`src/rtl/seq_divider.sv`:
```
// Sequential unsigned restoring divider: one quotient bit per clock, MSB first, DW+1 cycles accept-to-result.
// Single operation in flight; the result is held while out_ready stays low, and a zero divisor short-circuits to DONE.
module seq_divider #(
    parameter int DW = 8,
    parameter int VW = 4
) (
    input  logic          clk,
    input  logic          rst_n,
    input  logic          in_valid,
    output logic          in_ready,
    input  logic [DW-1:0] dividend,
    input  logic [VW-1:0] divisor,
    output logic          out_valid,
    input  logic          out_ready,
    output logic [DW-1:0] quotient,
    output logic [VW-1:0] remainder,
    output logic          div_by_zero
);
    localparam int CW = $clog2(DW + 1);
    localparam int RW = VW + 1;

    typedef enum logic [1:0] {IDLE, CALC, DONE} state_t;

    state_t        state_q, state_d;
    // Dividend bits shift out of the top while quotient bits shift in at the bottom.
    logic [DW-1:0] dvd_q, dvd_d;
    logic [VW-1:0] dvs_q, dvs_d;
    logic [RW-1:0] rem_q, rem_d;
    logic [CW-1:0] cnt_q, cnt_d;
    logic [DW-1:0] quot_q, quot_d;
    logic [VW-1:0] rmdr_q, rmdr_d;
    logic          dbz_q, dbz_d;

    logic [RW:0]   trial;
    logic [RW:0]   dvs_ext;
    logic          fits;

    always_comb begin
        trial   = {rem_q, dvd_q[DW-1]};
        dvs_ext = {2'b00, dvs_q};
        fits    = (trial >= dvs_ext);
    end

    always_comb begin
        state_d = state_q;
        dvd_d   = dvd_q;
        dvs_d   = dvs_q;
        rem_d   = rem_q;
        cnt_d   = cnt_q;
        quot_d  = quot_q;
        rmdr_d  = rmdr_q;
        dbz_d   = dbz_q;
        unique case (state_q)
            IDLE: begin
                if (in_valid) begin
                    if (divisor == '0) begin
                        state_d = DONE;
                        quot_d  = '1;
                        rmdr_d  = '0;
                        dbz_d   = 1'b1;
                    end else begin
                        state_d = CALC;
                        dvd_d   = dividend;
                        dvs_d   = divisor;
                        rem_d   = '0;
                        cnt_d   = CW'(DW);
                    end
                end
            end
            CALC: begin
                // Keep the difference when the divisor fits, otherwise restore the shifted remainder.
                rem_d = fits ? RW'(trial - dvs_ext) : RW'(trial);
                dvd_d = (dvd_q << 1) | DW'(fits);
                cnt_d = cnt_q - CW'(1);
                if (cnt_q == CW'(1)) begin
                    state_d = DONE;
                    quot_d  = dvd_d;
                    rmdr_d  = rem_d[VW-1:0];
                    dbz_d   = 1'b0;
                end
            end
            DONE: begin
                if (out_ready) begin
                    state_d = IDLE;
                end
            end
            default: state_d = IDLE;
        endcase
    end

    always_ff @(posedge clk or negedge rst_n) begin
        if (!rst_n) begin
            state_q <= IDLE;
            dvd_q   <= '0;
            dvs_q   <= '0;
            rem_q   <= '0;
            cnt_q   <= '0;
            quot_q  <= '0;
            rmdr_q  <= '0;
            dbz_q   <= 1'b0;
        end else begin
            state_q <= state_d;
            dvd_q   <= dvd_d;
            dvs_q   <= dvs_d;
            rem_q   <= rem_d;
            cnt_q   <= cnt_d;
            quot_q  <= quot_d;
            rmdr_q  <= rmdr_d;
            dbz_q   <= dbz_d;
        end
    end

    assign in_ready    = (state_q == IDLE);
    assign out_valid   = (state_q == DONE);
    assign quotient    = quot_q;
    assign remainder   = rmdr_q;
    assign div_by_zero = dbz_q;

endmodule

```
`config.mk`:
```
export PLATFORM = sky130hd
export DESIGN_NAME = seq_divider
export DESIGN_NICKNAME = d
export VERILOG_FILES = /design/src/rtl/seq_divider.sv
export SDC_FILE = /design/constraint.sdc
export NUM_CORES = 1
export LEC_CHECK = 0
export BUFFER_PORTS_ARGS = -buffer_cell sky130_fd_sc_hd__clkbuf_2
export CORE_MARGIN = 1
export CORE_UTILIZATION = 40
export DETAILED_ROUTE_END_ITERATION = 8
export SLEW_MARGIN = 20
export SYNTH_ARGS = -nofsm -noshare
export SYNTH_HDL_FRONTEND = slang
export SYNTH_SLANG_ARGS = --single-unit
```
`constraint.sdc`:
```
create_clock -name clk -period 2.3 [get_ports clk]
set_clock_uncertainty 0.05 [all_clocks]
set_input_delay 0.23 -clock clk [delete_from_list [all_inputs] [get_ports clk]]
set_output_delay 0.23 -clock clk [all_outputs]
set_load 0.1 [all_outputs]
```
==> results of run 1 <==
-- layer usage --
metal / wire, um / vias to the layer above / track usage, %
met2: 1916 / 38 / 32.60
met1: 1839 / 721 / 25.41
met3: 176 / 7 / 3.947
met4: 66 / 0 / 8.929
met5: 0 / - / 0
li1: - / 722 / -
-- Yosys cell counts, types with 2 or more instances --
master / count / area, um2
dfrtp_1: 36 / 900.9
nand2_1: 30 / 112.6
nor2_1: 22 / 82.58
o21ai_0: 18 / 90.09
inv_1: 10 / 37.54
a31oi_1: 7 / 43.79
ha_1: 6 / 75.07
a21oi_1: 5 / 25.02
clkbuf_1: 5 / 18.77
a32o_1: 4 / 40.04
a32oi_1: 4 / 35.03
mux2_2: 4 / 45.04
nor3_1: 4 / 20.02
nand2b_1: 3 / 18.77
o31ai_1: 3 / 22.52
a21o_1: 2 / 15.01
nand3_1: 2 / 10.01
nor2b_1: 2 / 12.51
o21ai_1: 2 / 10.01
xnor2_1: 2 / 17.52
-- cells in the final DEF (no fill, tap or decap), types with 5 or more instances in the layout --
cell type and count:
clkbuf_8 6, a21oi_1 5, nand2_1 30, dfrtp_1 36
inv_1 10, ha_1 6, a31oi_1 7, clkbuf_2 30
o21ai_0 18, nor2_1 21
-- worst max path at each step --
stage / slack, ps / from / end
after CTS: 170 / dvd_q[7] / remainder[1]
after floorplan: 130 / state_q[0] / remainder[3]
after global placement: 260 / cnt_q[0] / quotient[0]
after global routing: 10 / cnt_q[1] / quotient[2]
final: 140 / dvd_q[7] / remainder[1]
after detailed placement: 180 / dvd_q[7] / remainder[1]
-- registers in the layout (all words and copies together), names as in the netlist --
| name | flops |
|---|---|
| dvd_q | 8 |
| quotient | 8 |
| rem_q | 5 |
| cnt_q | 4 |
| dvs_q | 4 |
| remainder | 4 |
| state_q | 2 |
| div_by_zero | 1 |
-- cells by family (layout without fill, tap and decap cells) --
family | after synthesis | after routing
fa+ha+maj | 7 | 7
simple gates | 72 | 72
compound gates | 49 | 49
xor+xnor | 2 | 2
buf+inv | 18 | 51
flops | 36 | 36
mux | 4 | 4
-- metrics by stage --
stage          setup WS [ps]  hold slack [ps]  instances  util, %
3_3_place_gp           258.5            334.8        263    47.64
5_1_grt                10.79            85.74        271    49.88
3_5_place_dp           178.0            358.7        263    47.64
6_report               143.6            8.574        271    49.88
4_1_cts                165.5            35.82        271    49.88
2_1_floorplan          125.2           -115.6        188        -
-- final cells by class --
cell class | instances | area [um2]
Clock inverter | 2 | 10.01
Fill cell | 414 | 2077
Inverter | 10 | 37.54
Sequential cell | 36 | 900.9
Timing Repair Buffer | 33 | 172.7
Clock buffer | 6 | 82.58
Tap cell | 50 | 62.56
Multi-Input combinational cell | 134 | 800.8
==> flow_metrics.tcl, run 1 <==
set metrics [dict create \
    worst_path_dominant_cell_family "compound AO/OA/AOI/OAI gates" \
    finalCriticalPeriod_ps 2156 \
    post_cts_buffers 0 \
    synth-main-ff-cell "dfrtp_1" \
    path_cells "inv_1 -> ha_1 -> fa_1 -> nand2b_1 -> a21oi_1 -> o21ai_0 -> a32o_1" \
    reg2regPathDepth 7 \
    path_max_fanout 5 \
    grt_antenna_before_repair 0 \
    grt_pass1_wl_um 6720 \
    grt_max_degree 37 \
    r2r_setup_slack_ps 140 \
    num_vias 1488 \
    cts_buffer_depth 2 \
    cp.required_ps 2430 \
    syn_area_per_cell_um2 9.464 \
    syn_nets 211 \
    area_growth_pct 16.17 \
    firstDrtPassIters 4 \
    cp_slowest_cell "fa_1" \
    pin_count 31 \
    rows 23 \
    place_area_um2 1974 \
    diodes 0 \
    synth-edff-count 0 \
    tritoncts "built" \
    vias_per_cell 5.491 \
    critPathLaunchType "flop" \
    hold_viol_final 0 \
    synth_adder_area_share_pct 5.345 \
    synth_compound_area_share_pct 17.58 \
    die_h_um 68.70 \
    ys_types 37 \
    die_w_um 68.70 \
    grt-ovfl-total 0 \
    worst_path_largest_cell_delay_ps 410 \
    synth-seq-cells 36 \
    cts-buffers-inserted 5 \
    seq_area_frac_synth_pct 50.63 \
    clockRootBuffer "clkbuf_8" \
    yosys-mux-area-fraction_pct 2.532 \
    fp.dieArea_um2 4719 \
    synth-xor-area-share_pct 0.9845 \
    synth.cell_area_um2 1779 \
    cts.sinks 36 \
    finalInstanceArea_um2 2067 \
    maxCapViolCount 0 \
    status "complete, no violations" \
    routed_wl_um 3999 \
    worstSetupPathType "reg2reg" \
    maxSlewHeadroom_pct 36.43 \
    rsz0062_at_grt "no" \
    gp_congestion 0.9277 \
    crit_buf_inv 1 \
    hold_class "in2async" \
    r2r-end "remainder[1]" \
    tns_ps 0 \
    ctsResizeCount 0 \
    r2r-start "dvd_q[7]" \
    fin_nets 243 \
    netlist_instances 188 \
    cp-end-kind "flop" \
    synth_warnings 0 \
    synthSimpleGateAreaFrac_pct 18.42 \
    worstPathArrival_ps 2280 \
    antenna_left 0 \
    drt_iter0_markers 84 \
    drive_gt1_share_pct 22.62 \
    synth_top_family_by_area "simple AND/OR/NAND/NOR gates" \
    min_period_over_period_pct 93.76 \
    synth_async_sr_flop_share_pct 100.0 \
    clk_pin_slew_ps 80 \
    wl_per_cell_um 14.76 \
    worst-slew-pin-transition_ps 953.6 \
    postCtsHoldBufs 0 \
    slew_violations 0 \
    drc 0 \
    ctsHtreeMaxLevel 2 \
    initial_utilization_pct 42.93 \
    setup_viol 0 \
    core_area_um2 4144 \
    portBuffers 30 \
    clk_latency_ps 290 \
    grt_use_total_pct 19.93 \
    clock.fmax_ghz 0.4637 \
    detailed_place_hpwl_um 2967 \
    grt_pass1_vias 1440 \
    critical_path_depth 7 \
]
Power of run 1 is left out: the tool's default activity adds up to more than one toggle a clock period on the data nets, which glitch-free logic cannot reach.
==> run 2: changes to the inputs <==
--- a/config.mk
+++ b/config.mk
@@ -9,6 +9,7 @@
 export CORE_MARGIN = 1
 export CORE_UTILIZATION = 40
 export DETAILED_ROUTE_END_ITERATION = 8
+export RECOVER_POWER = 100
 export SLEW_MARGIN = 20
 export SYNTH_ARGS = -nofsm -noshare
 export SYNTH_HDL_FRONTEND = slang
==> flow_metrics.tcl, run 2 (synthesis results as in run 1) <==
set metrics [dict create \
    status "finished with violations" \
    violations "capacitance limit, slew limit" \
    drt_iter0_markers 75 \
    finalInstanceArea_um2 2039 \
    slew_violations 37 \
    setup_viol 0 \
    maxSlewHeadroom_pct -29.89 \
    crit_buf_inv 1 \
    clk_latency_ps 290 \
    r2r_setup_slack_ps 140 \
    hold_viol_final 0 \
    min_period_over_period_pct 93.85 \
    fill_cells 419 \
    worstSetupPathType "reg2reg" \
    die_w_um 68.70 \
    cts.sinks 36 \
    critPathLaunchType "flop" \
    diodes 0 \
    initial_utilization_pct 42.93 \
    critPathLaunch "dvd_q[7]" \
    layout.cells.most_common "dfrtp_1" \
    r2r-start "dvd_q[7]" \
    rsz0062_at_grt "no" \
    drive_gt1_share_pct 15.38 \
    detailed_place_hpwl_um 2967 \
    antenna_left 0 \
    vias_per_cell 5.469 \
    postCtsHoldBufs 0 \
    ctsHtreeMaxLevel 2 \
    worst-slew-pin-transition_ps 1948 \
    routed_wl_um 4038 \
    finalCriticalPeriod_ps 2159 \
    clockRootBuffer "clkbuf_8" \
    hold_path_depth 2 \
    maxCapViolCount 1 \
    grt_max_degree 37 \
    pin_count 31 \
    path_cells "inv_1 -> ha_1 -> fa_1 -> nand2b_1 -> a21oi_1 -> o21ai_0 -> a32o_1" \
    cts_buffer_depth 2 \
    grt_pass1_wl_um 6720 \
    rows 23 \
    reg2regPathDepth 7 \
    cp.required_ps 2430 \
    drc 0 \
    post_cts_buffers 0 \
    fp.dieArea_um2 4719 \
    worst_path_dominant_cell_family "compound AO/OA/AOI/OAI gates" \
    core_area_um2 4144 \
    clock.fmax_ghz 0.4633 \
    clk_pin_slew_ps 70 \
    final_cell_mix "dfrtp_1, nand2_1, nor2_1, o21ai_0, clkbuf_2" \
    path_max_fanout 5 \
    final_util_pct 49.21 \
    grt_use_total_pct 19.93 \
    place_area_um2 1974 \
    gp_congestion 0.9277 \
    hold_class "in2reg" \
    cp-end-kind "flop" \
    portBuffers 30 \
    grt_pass1_vias 1440 \
    cp_slowest_cell "fa_1" \
    die_h_um 68.70 \
    fin_nets 243 \
    r2r-end "remainder[1]" \
    area_growth_pct 14.63 \
    worst_path_largest_cell_delay_ps 410 \
    grt-ovfl-total 0 \
    hold_path.startpoint "out_ready" \
    tns_ps 0 \
    grt_antenna_before_repair 0 \
    tritoncts "built" \
    firstDrtPassIters 4 \
    worstPathArrival_ps 2280 \
    wl_per_cell_um 14.90 \
    hold_end "state_q[1]" \
    ctsResizeCount 0 \
    cts-buffers-inserted 5 \
    num_vias 1482 \
]
-- run 2: cell types whose count changed in the layout (fill, tap and decap cells not counted), sizes merged --
cell | previous run | this run
buf | 3 | 2
clkbuf | 36 | 37
-- run 2: through the flow --
| step | instances | hold WS [ps] | setup WS (ps) |
|---|---|---|---|
| 6_report | 271 | 79.82 | 141.4 |
| 2_1_floorplan | 188 | -115.6 | 125.2 |
| 3_3_place_gp | 263 | 334.8 | 258.5 |
| 3_5_place_dp | 263 | 358.7 | 178.0 |
| 4_1_cts | 271 | 35.82 | 165.5 |
| 5_1_grt | 271 | 85.74 | 10.79 |
-- run 2: final cells by class --
cell class              instances  area (um2)  share of cell area (%)
clock buffers                   6       82.58                   4.049
multi-input cells             134       793.3                   38.90
well taps                      50       62.56                   3.067
flip-flops and latches         36       900.9                   44.17
inverters                      10       37.54                   1.840
clock inverters                 2       10.01                  0.4908
repair buffers                 33       152.6                   7.485
-- run 2: metal layers --
metal,share of wire (%),GRT usage [%],vias up,routed length [um]
met4,1.6,8.929,0,66
met3,4.2,3.947,7,169
met1,47,25.41,717,1914
met5,0,0,-,0
li1,-,-,722,-
met2,47,32.60,36,1887
-- run 2: worst max path at each step --
| stage | to | depth (start not counted) |
|---|---|---|
| 3_3_place_gp | quotient[0] | 5 |
| 6_report | remainder[1] | 7 |
| 2_1_floorplan | remainder[3] | 5 |
| 5_1_grt | quotient[2] | 7 |
| 3_5_place_dp | remainder[1] | 7 |
| 4_1_cts | remainder[1] | 7 |
Power of run 2 is left out for the same reason.
